### src/rtl/rv32_stim_gen.sv
// Seedable random RV32I stimulus generator: a Galois LFSR drives an encoder for
// ALU-imm/ALU-reg/load/store words, buffered through a valid/ready FIFO.
module rv32_stim_gen #(
    parameter int          DEPTH         = 4,
    parameter logic [31:0] SEED          = 32'h000003FA,
    parameter int          WARMUP_NOPS   = 4,
    parameter int          NUM_INSTR     = 100,
    parameter logic [11:0] LOAD_IMM_MASK = 12'hFFF
) (
    input  logic        clk,
    input  logic        reset_n,
    input  logic        start,
    input  logic [3:0]  mode_mask,
    input  logic        seed_load,
    input  logic [31:0] seed_in,
    input  logic        instr_ready,
    output logic        instr_valid,
    output logic [31:0] instr_bits,
    output logic [31:0] gen_count,
    output logic        busy,
    output logic        done
);
    localparam int          AW        = $clog2(DEPTH);
    localparam logic [31:0] NOP       = 32'h00000013;
    localparam logic [31:0] TAPS      = 32'h80200003;
    localparam logic [AW:0] FULL      = (AW + 1)'(DEPTH);
    localparam logic [31:0] WARM_LAST = 32'(WARMUP_NOPS - 1);
    localparam logic [31:0] NUM_LIM   = 32'(NUM_INSTR);

    typedef enum logic [1:0] {S_IDLE = 2'd0, S_WARMUP = 2'd1, S_GEN = 2'd2, S_DONE = 2'd3} state_t;

    state_t         state_q;
    logic [31:0]    lfsr_q;
    logic [31:0]    gen_count_q;
    logic [31:0]    warm_cnt_q;
    logic [3:0]     mode_q;
    logic           busy_q;
    logic           done_q;
    logic [31:0]    mem_q [DEPTH];
    logic [AW-1:0]  wr_ptr_q;
    logic [AW-1:0]  rd_ptr_q;
    logic [AW:0]    occ_q;
    logic [AW:0]    occ_d;
    logic           push_s;
    logic           pop_s;
    logic [31:0]    push_word_s;

    // Decode one instruction word from the current LFSR state.
    function automatic logic [31:0] encode(input logic [31:0] r, input logic [3:0] m);
        logic [1:0]  cls;
        logic [2:0]  f3;
        logic [11:0] imm;
        logic [6:0]  f7;
        logic [31:0] enc;
        cls = r[1:0];
        if (!m[cls]) begin
            cls = 2'd0;
        end
        f3  = r[19:17];
        imm = r[31:20];
        enc = NOP;
        case (cls)
            2'd0: begin
                if (f3 == 3'd1) begin
                    imm = imm & 12'h01F;
                end else if (f3 == 3'd5) begin
                    imm = imm & 12'h41F;
                end
                enc = {imm, r[11:7], f3, r[6:2], 7'b0010011};
            end
            2'd1: begin
                f7  = ((f3 == 3'd0) || (f3 == 3'd5)) ? {1'b0, r[20], 5'b00000} : 7'd0;
                enc = {f7, r[16:12], r[11:7], f3, r[6:2], 7'b0110011};
            end
            2'd2: begin
                enc = {imm & LOAD_IMM_MASK, r[11:7], f3 & 3'b100, r[6:2], 7'b0000011};
            end
            2'd3: begin
                imm = imm & LOAD_IMM_MASK;
                enc = {imm[11:5], r[16:12], r[11:7], 3'b010, imm[4:0], 7'b0100011};
            end
            default: enc = NOP;
        endcase
        return enc;
    endfunction

    // Push/pop qualification and the word offered to the FIFO this cycle.
    always_comb begin
        instr_valid = (occ_q != '0);
        pop_s       = instr_valid & instr_ready;
        push_s      = (state_q != S_IDLE) && (occ_q < FULL);
        if (state_q == S_GEN) begin
            push_word_s = encode(lfsr_q, mode_q);
        end else begin
            push_word_s = NOP;
        end
        if (instr_valid) begin
            instr_bits = mem_q[rd_ptr_q];
        end else begin
            instr_bits = NOP;
        end
        case ({push_s, pop_s})
            2'b10:   occ_d = occ_q + (AW + 1)'(1);
            2'b01:   occ_d = occ_q - (AW + 1)'(1);
            default: occ_d = occ_q;
        endcase
    end

    // Run-control FSM with LFSR, counters and registered status flags.
    always_ff @(posedge clk or negedge reset_n) begin
        if (!reset_n) begin
            state_q     <= S_IDLE;
            lfsr_q      <= SEED;
            gen_count_q <= 32'd0;
            warm_cnt_q  <= 32'd0;
            mode_q      <= 4'b0001;
            busy_q      <= 1'b0;
            done_q      <= 1'b0;
        end else begin
            case (state_q)
                S_IDLE, S_DONE: begin
                    if ((state_q == S_IDLE) && seed_load) begin
                        lfsr_q <= (seed_in == 32'd0) ? SEED : seed_in;
                    end
                    if (start) begin
                        mode_q      <= mode_mask | 4'b0001;
                        gen_count_q <= 32'd0;
                        warm_cnt_q  <= 32'd0;
                        state_q     <= (WARMUP_NOPS == 0) ? S_GEN : S_WARMUP;
                        busy_q      <= 1'b1;
                        done_q      <= 1'b0;
                    end
                end
                S_WARMUP: begin
                    if (push_s) begin
                        warm_cnt_q <= warm_cnt_q + 32'd1;
                        if (warm_cnt_q == WARM_LAST) begin
                            state_q <= S_GEN;
                        end
                    end
                end
                S_GEN: begin
                    if (push_s) begin
                        lfsr_q      <= lfsr_q[0] ? ((lfsr_q >> 1) ^ TAPS) : (lfsr_q >> 1);
                        gen_count_q <= gen_count_q + 32'd1;
                        if ((NUM_LIM != 32'd0) && (gen_count_q + 32'd1 == NUM_LIM)) begin
                            state_q <= S_DONE;
                            busy_q  <= 1'b0;
                            done_q  <= 1'b1;
                        end
                    end
                end
                default: begin
                    state_q <= S_IDLE;
                    busy_q  <= 1'b0;
                    done_q  <= 1'b0;
                end
            endcase
        end
    end

    // FIFO pointers and occupancy; reset discards any buffered words.
    always_ff @(posedge clk or negedge reset_n) begin
        if (!reset_n) begin
            wr_ptr_q <= '0;
            rd_ptr_q <= '0;
            occ_q    <= '0;
        end else begin
            if (push_s) begin
                wr_ptr_q <= wr_ptr_q + AW'(1);
            end
            if (pop_s) begin
                rd_ptr_q <= rd_ptr_q + AW'(1);
            end
            occ_q <= occ_d;
        end
    end

    // FIFO storage; contents are meaningless while occupancy says empty.
    always_ff @(posedge clk) begin
        if (push_s) begin
            mem_q[wr_ptr_q] <= push_word_s;
        end
    end

    assign gen_count = gen_count_q;
    assign busy      = busy_q;
    assign done      = done_q;
endmodule

### config.mk
export PLATFORM = sky130hd
export DESIGN_NAME = rv32_stim_gen
export DESIGN_NICKNAME = d
export VERILOG_FILES = /design/src/rtl/rv32_stim_gen.sv
export SDC_FILE = /design/constraint.sdc
export NUM_CORES = 1
export LEC_CHECK = 0
export ABC_AREA = 1
export BUFFER_PORTS_ARGS = -buffer_cell sky130_fd_sc_hd__buf_4
export CORE_MARGIN = 4
export CORE_UTILIZATION = 54
export DETAILED_ROUTE_END_ITERATION = 16
export PLACE_DENSITY_LB_ADDON = 0.12
export SYNTH_ARGS = -nofsm -noshare
export SYNTH_HDL_FRONTEND = slang
export SYNTH_SLANG_ARGS = --single-unit
### constraint.sdc
create_clock -name clk -period 2.56 [get_ports clk]
set_input_delay 0.128 -clock clk [delete_from_list [all_inputs] [get_ports clk]]
set_output_delay 0.128 -clock clk [all_outputs]
set_load 0.01 [all_outputs]
; Word-level counts from Yosys, hierarchy flattened
; Memory sizes are Yosys's and may differ from the RTL's.
; Index checks and enable logic that the tools add are counted.
[word_totals]
output_inout_bits = 67
wordCells = 95
input_bits = 41
mem_bits_ro = 0
ramBits = 128
latch_bits = 0
reg_bits = 110
mem_count = 1
[mem_list]
columns = name, depth, word_bits, read_ports, rd_ports_with_merged_regs, wr, line
row1 = mem_q, 4, 32, 1, 0, 1, 39  ; logic [31:0] mem_q [DEPTH];
[op_classes]
n_lt_le_gt_ge = 2
n_shift = 0
mul = 0
eq_ne = 18
mux = 37
reduce_logical = 19
div_mod_pow = 0
addsub = 6
n_bitwise = 2
[ops]
columns = op, count
row1 = 2-to-1 mux 32 bit, 9
row2 = case mux 32 bit (2 select lines), 3
row3 = case mux 32 bit (4 select lines), 1
row4 = adder 32 x 1 -> 32 bit (second input constant), 2
row5 = == test 32 x 2 -> 1 bit (second input constant), 1
row6 = == test 32 x 7 -> 1 bit (second input constant), 1
row7 = zero test 32 bit, 1
row8 = 2-to-1 mux 12 bit, 2
row9 = 2-to-1 mux 2 bit, 7
row10 = == test 2 bit (second input constant), 5
row11 = != test 2 bit (second input constant), 5
row12 = 2-to-1 mux 1 bit, 9
row13 = AND reduction 3 bit, 3
row14 = nonzero test 2 bit, 4
row15 = == test 2 x 1 -> 1 bit (second input constant), 3
row16 = 2-to-1 mux 6 bit, 1
row17 = case mux 2 bit (3 select lines), 1
row18 = case mux 3 bit (2 select lines), 1
row19 = AND reduction 5 bit, 1
row20 = adder 2 x 1 -> 2 bit (second input constant), 2
row21 = zero test 2 bit, 2
row22 = NOT 3 -> 4 bit, 1
row23 = case mux 1 bit (2 select lines), 2
row24 = AND reduction 4 bit, 1
row25 = 15 further kinds, 16

; Logic depth before layout (Yosys ltp)
[depth]
depth_word = 7
mapped_depth = 17
mapped_depth_nobuf = 17

; Least setup slack after synthesis
; No wires, ideal clock.
[synth_path]
kind = reg2reg
from = register state_q[0]
to = memory mem_q[1][10] (enable)
path_stages_with_launch = 6
required_time_ns = 2.149
t_arrival_ns = 2.069
setup_slack_ns = 0.081
n_path_buf = 0
path_cell_list = dfrtp_1 > inv_1 > ha_1 > nor2_4 > inv_1 > nor2_1
[synth_via]
elab_chain_len = 4
[synth_lines]
columns = item, line
row1 = "start, declared", 32  ; state_t state_q;
row2 = "start signal, assigned", 129  ; state_q <= (WARMUP_NOPS == 0) ? S_GEN : S_WARMUP;
row3 = nonzero test 2 bit, 91  ; push_s = (state_q != S_IDLE) && (occ_q < FULL);
row4 = logical AND 1 bit, 91
row5 = 2-to-1 mux 1 bit, 181  ; if (push_s) begin
row6 = 2-to-1 mux 1 bit (implied by the code), 182  ; mem_q[wr_ptr_q] <= push_word_s;
row7 = "end, declared", 39
; No other way between the ends.

; Final worst setup path
[layout_path]
from = register gen_count_q[0] (netlist: gen_count[0])
to = register busy_q (netlist: busy)
[layout_via]
elab_chain_len = 4
[layout_lines]
columns = item, line
row1 = "start, declared", 34  ; logic [31:0] gen_count_q;
row2 = "start signal, assigned", 145  ; gen_count_q <= gen_count_q + 32'd1;
row3 = adder 32 x 1 -> 32 bit, 146  ; if ((NUM_LIM != 32'd0) && (gen_count_q + 32'd1 == NUM_LIM)) begin
row4 = == test 32 x 7 -> 1 bit, 146
row5 = != test 2 x 1 -> 1 bit (no source line), --
row6 = AND reduction 4 bit (no source line), --
row7 = "end signal, assigned", 130  ; busy_q <= 1'b1;
row8 = "end signal, assigned", 148  ; busy_q <= 1'b0;
row9 = "end signal, assigned", 155  ; busy_q <= 1'b0;
row10 = "end, declared", 37  ; logic busy_q;
; No other way between the ends.
; A chain may end at the register's enable or synchronous reset.

==> flow_metrics.py <==
metrics = {
    "min_path": {
        "hold_end": "rd_ptr_q[0]",
        "worstHoldPathType": "in2reg",
        "timing.hold.worst_path_depth": 4,
        "hp-start": "instr_ready",
    },
    "global_routing": {
        "grt_start_max_net_pins": 111,
        "grt_pass1_wl_mm": 43.5,
        "gr-total-overflow": 0,
        "groute.usage.overall_pct": 24.0,
        "via_count_of_the_first_global_routing_pass": 8799,
        "antenna_found_initial": 2,
    },
    "clock_network": {
        "clock-root-buffer": "sky130_fd_sc_hd__clkbuf_16",
        "htreeDepth": 1,
        "clk_latency_ns": 0.52,
        "clock_buffer_count_from_cts": 23,
        "clkSinkCount": 218,
        "tritoncts": "done",
        "worst_setup_hold_path_clk_slew_ns": 0.06,
        "clockBufferDepth": 3,
    },
    "synthesis": {
        "yosys_register_bits": 218,
        "synth_cell_type_count": 39,
        "synth_top_family_by_area": "simple AND/OR/NAND/NOR gates",
        "asyncSetResetFlopFracSynth_pct": 50.5,
        "yosys_warnings": 0,
        "synth_sequential_area_ratio_pct": 54.8,
        "mean_instance_size_in_the_synthesized_netlist_um2": 8.44,
        "synth_top_cells_by_area": "sky130_fd_sc_hd__edfxtp_1 30%, sky130_fd_sc_hd__dfrtp_1 23%, sky130_fd_sc_hd__nand2_1 9.6%",
        "synth-compound-area-share_pct": 11.0,
        "synth_top_cell_by_area": "sky130_fd_sc_hd__edfxtp_1",
        "yosysTopAreaCellShare_pct": 29.6,
        "post_synth_xor_area_fraction_pct": 1.28,
        "synth_most_common_cell": "sky130_fd_sc_hd__nand2_1",
        "synth_cells": 1298,
        "yosys.area_share.adder_pct": 1.55,
        "synth_enable_flop_cells": 108,
        "dominantRegCellSynth": "sky130_fd_sc_hd__edfxtp_1",
        "synth_simple_gate_area_share_pct": 25.5,
        "ys_top_cells_by_count": "279 x sky130_fd_sc_hd__nand2_1, 247 x sky130_fd_sc_hd__nor2_1, 114 x sky130_fd_sc_hd__inv_1",
        "netlist_area_before_placement_mm2": 0.0110,
        "yosys-mux-area-fraction_pct": 0,
    },
    "worst_setup_path": {
        "crit_path_top_delay_cell": "sky130_fd_sc_hd__dfrtp_1",
        "timing_worst_setup_path_type": "reg2reg",
        "critical_path.reg2reg.endpoint": "busy",
        "crit_fanout": 10,
        "critical_path.cell_chain": "ha_1, nand2_2, nor2_4, nand3_1, inv_1, nand2_1, nand2_1, nand2_1, nor2_1, nand2_1, nor2_2, nand3_2, nand2_4, nand2_1, nand2_1, nand2_1",
        "path_common_cell": "sky130_fd_sc_hd__nand2_1",
        "cp_slowest_stage_delay_ns": 0.46,
        "worst_r2r_path_depth": 16,
        "worstSetupStartpointType": "flip-flop",
        "reg2reg_from": "gen_count[0]",
        "required_ns": 2.96,
        "r2r_setup_slack_ns": 0.24,
        "critPathLaunch": "gen_count[0]",
        "cp_data_arrival_time_ns": 2.73,
        "crit_path_end_kind": "flip-flop",
    },
    "floorplanning": {
        "die_y_um": 150,
        "initial_core_utilization_pct": 55.6,
        "io_pins": 108,
        "die_w_um": 150,
        "core_area_mm2": 0.0197,
        "fp.dieArea_mm2": 0.0226,
        "floorplan_row_count": 51,
    },
    "placed_design": {
        "placement.cell_area_mm2": 0.0122,
        "dp.cells": 1652,
        "io_buffer_count": 101,
        "gp_routability_congestion": 0.912,
        "dpl.hpwl_mm": 18.3,
    },
    "final_layout": {
        "fillCellCount": 1614,
        "fin_area_mm2": 0.0133,
        "area_delta_synth_final_pct": 21.4,
        "share_of_post_route_cells_with_drive_strength_above_1_pct": 14.3,
        "non_filler_instance_count_after_layout": 1735,
        "num-nets-final": 1505,
        "finish.utilization_pct": 67.5,
    },
    "route": {
        "drt-pass1-iter-count": 5,
        "wirelength_mm": 27.2,
        "dr.first_iter.drc_count": 603,
        "drc_errors": 0,
        "dr_total_vias": 9263,
        "drt-wirelength-per-cell_um": 15.7,
        "postRouteAntennaNets": 0,
        "vias_per_cell": 5.34,
    },
    "power": {
        "static-leakage-power_nw": 5.51,
        "power_frac_clock_pct": 22.5,
        "max-vdd-ir-drop_uv": 841,
        "combinationalPowerShare_pct": 41.4,
        "cellInternalPower_mw": 9.00,
        "switchingPower_mw": 5.67,
        "p_sw_share_pct": 38.7,
        "power.density_cell_area_mw_per_mm2": 1100,
        "power.share.sequential_pct": 36.1,
    },
    "sta": {
        "final_setup_skew_ns": 0.0211,
        "setup_viol": 0,
        "timing.slew.headroom_pct": 46.2,
        "timing.final.crit_share_pct": 90.8,
        "finalSetupTns_ns": 0,
        "period_needed_ns": 2.32,
        "actual_transition_at_the_worst_max_transition_pin_ns": 0.807,
        "achievable-frequency_mhz": 430,
        "setup_repair_after_global_routing_missed_its_margin": "false",
        "hold_viol_final": 0,
        "final-max-slew-violation-count": 0,
    },
    "status": {
        "status": "finished clean",
    },
    "job": {
        "cap_violations": 0,
    },
}
## kinds of logic after synthesis
| group | Yosys count |
|---|---|
| fa+ha+maj | 13 |
| compound gates | 223 |
| other cells | 2 |
| flops | 218 |
| xor+xnor | 16 |
| simple gates | 663 |
| buf+inv | 163 |
## worst max-delay path, delay by kind of cell, from the launching register on
family	cells	cell delay [ns]
simple gates	14	1.34
fa+ha+maj	1	0.27
flops	1	0.46
buf+inv	1	0.13
## power by group through the flow
| stage | Sequential (mW) | Clock (mW) | Combinational, mW |
|---|---|---|---|
| after floorplan | 5.25 | 0 | 3.81 |
| after global placement | 5.33 | 0 | 5.86 |
| after detailed placement | 5.35 | 0 | 5.99 |
| after CTS | 5.29 | 3.37 | 6.07 |
| after global routing | 5.39 | 3.53 | 6.73 |
| final | 5.30 | 3.31 | 6.07 |
## flip-flops by register name, summed over array words and instances, names as in the netlist
register,cells
state_q,2
gen_count,32
busy,1
mode_q,3
warm_cnt_q,32
mem_q,108
done,1
wr_ptr_q,2
rd_ptr_q,2
occ_q,3
lfsr_q,32
## cell usage in the layout, fill, tap and decap left out, types with 16 or more instances in the layout
cell type                       synthesis  layout
sky130_fd_sc_hd__o21ai_0              113     112
sky130_fd_sc_hd__nand2_1              279     279
sky130_fd_sc_hd__a21oi_1               54      54
sky130_fd_sc_hd__nor2_1               247     242
sky130_fd_sc_hd__nor4_1                16      16
sky130_fd_sc_hd__nand4_1               18      18
sky130_fd_sc_hd__dlygate4sd3_1          0      38
sky130_fd_sc_hd__a31oi_1               32      32
sky130_fd_sc_hd__buf_4                  5     127
sky130_fd_sc_hd__nand3_1               47      47
sky130_fd_sc_hd__clkbuf_16              0      23
sky130_fd_sc_hd__edfxtp_1             108     108
sky130_fd_sc_hd__dfrtp_1              102     102
sky130_fd_sc_hd__inv_1                114     114
sky130_fd_sc_hd__nor3_1                27      25
## worst max path at each step
| stage | endpoint | slack (ns) | depth (start not counted) |
|---|---|---|---|
| floorplan | mem_q[1][10] | 0.08 | 5 |
| global placement | mem_q[1][27] | 0.18 | 6 |
| detailed placement | mem_q[3][27] | 0.11 | 6 |
| CTS | mem_q[1][27] | 0.12 | 6 |
| global route | state_q[0] | 0.01 | 16 |
| finish | busy | 0.24 | 16 |
## layout make-up
class | count | area, um2 | area share (%)
Sequential cell | 218 | 6010 | 45.1
Multi-Input combinational cell | 920 | 4360 | 32.8
Timing Repair Buffer | 168 | 1390 | 10.5
Clock buffer | 33 | 643 | 4.83
Inverter | 120 | 450 | 3.39
Tap cell | 265 | 332 | 2.49
Clock inverter | 9 | 111 | 0.837
Antenna cell | 2 | 5.00 | 0.0376
## stage by stage
stage | power (mW) | setup WS, ns | hold WS [ns]
finish | 14.7 | 0.235 | 0.0246
floorplan | 9.06 | 0.0806 | -0.168
detailed placement | 11.3 | 0.112 | 0.260
CTS | 14.7 | 0.119 | 0.0128
global placement | 11.2 | 0.178 | 0.258
global route | 15.6 | 0.0106 | 0.0399
## layer usage
metal,up-vias,GRT usage (%),wire [um]
met4,0,7.09,658
met2,259,39.2,12900
met1,4320,33.4,12200
met3,50,3.76,1490
met5,-,0,0
li1,4634,-,-
## what timing repair did
item	CTS	global route
setup endpoints to repair	0	26
buffers inserted	0	1
hold buffers	38	0
hold endpoints to repair	136	0
gates resized for setup	0	2
No activity file was read; power rests on OpenSTA's default activity.
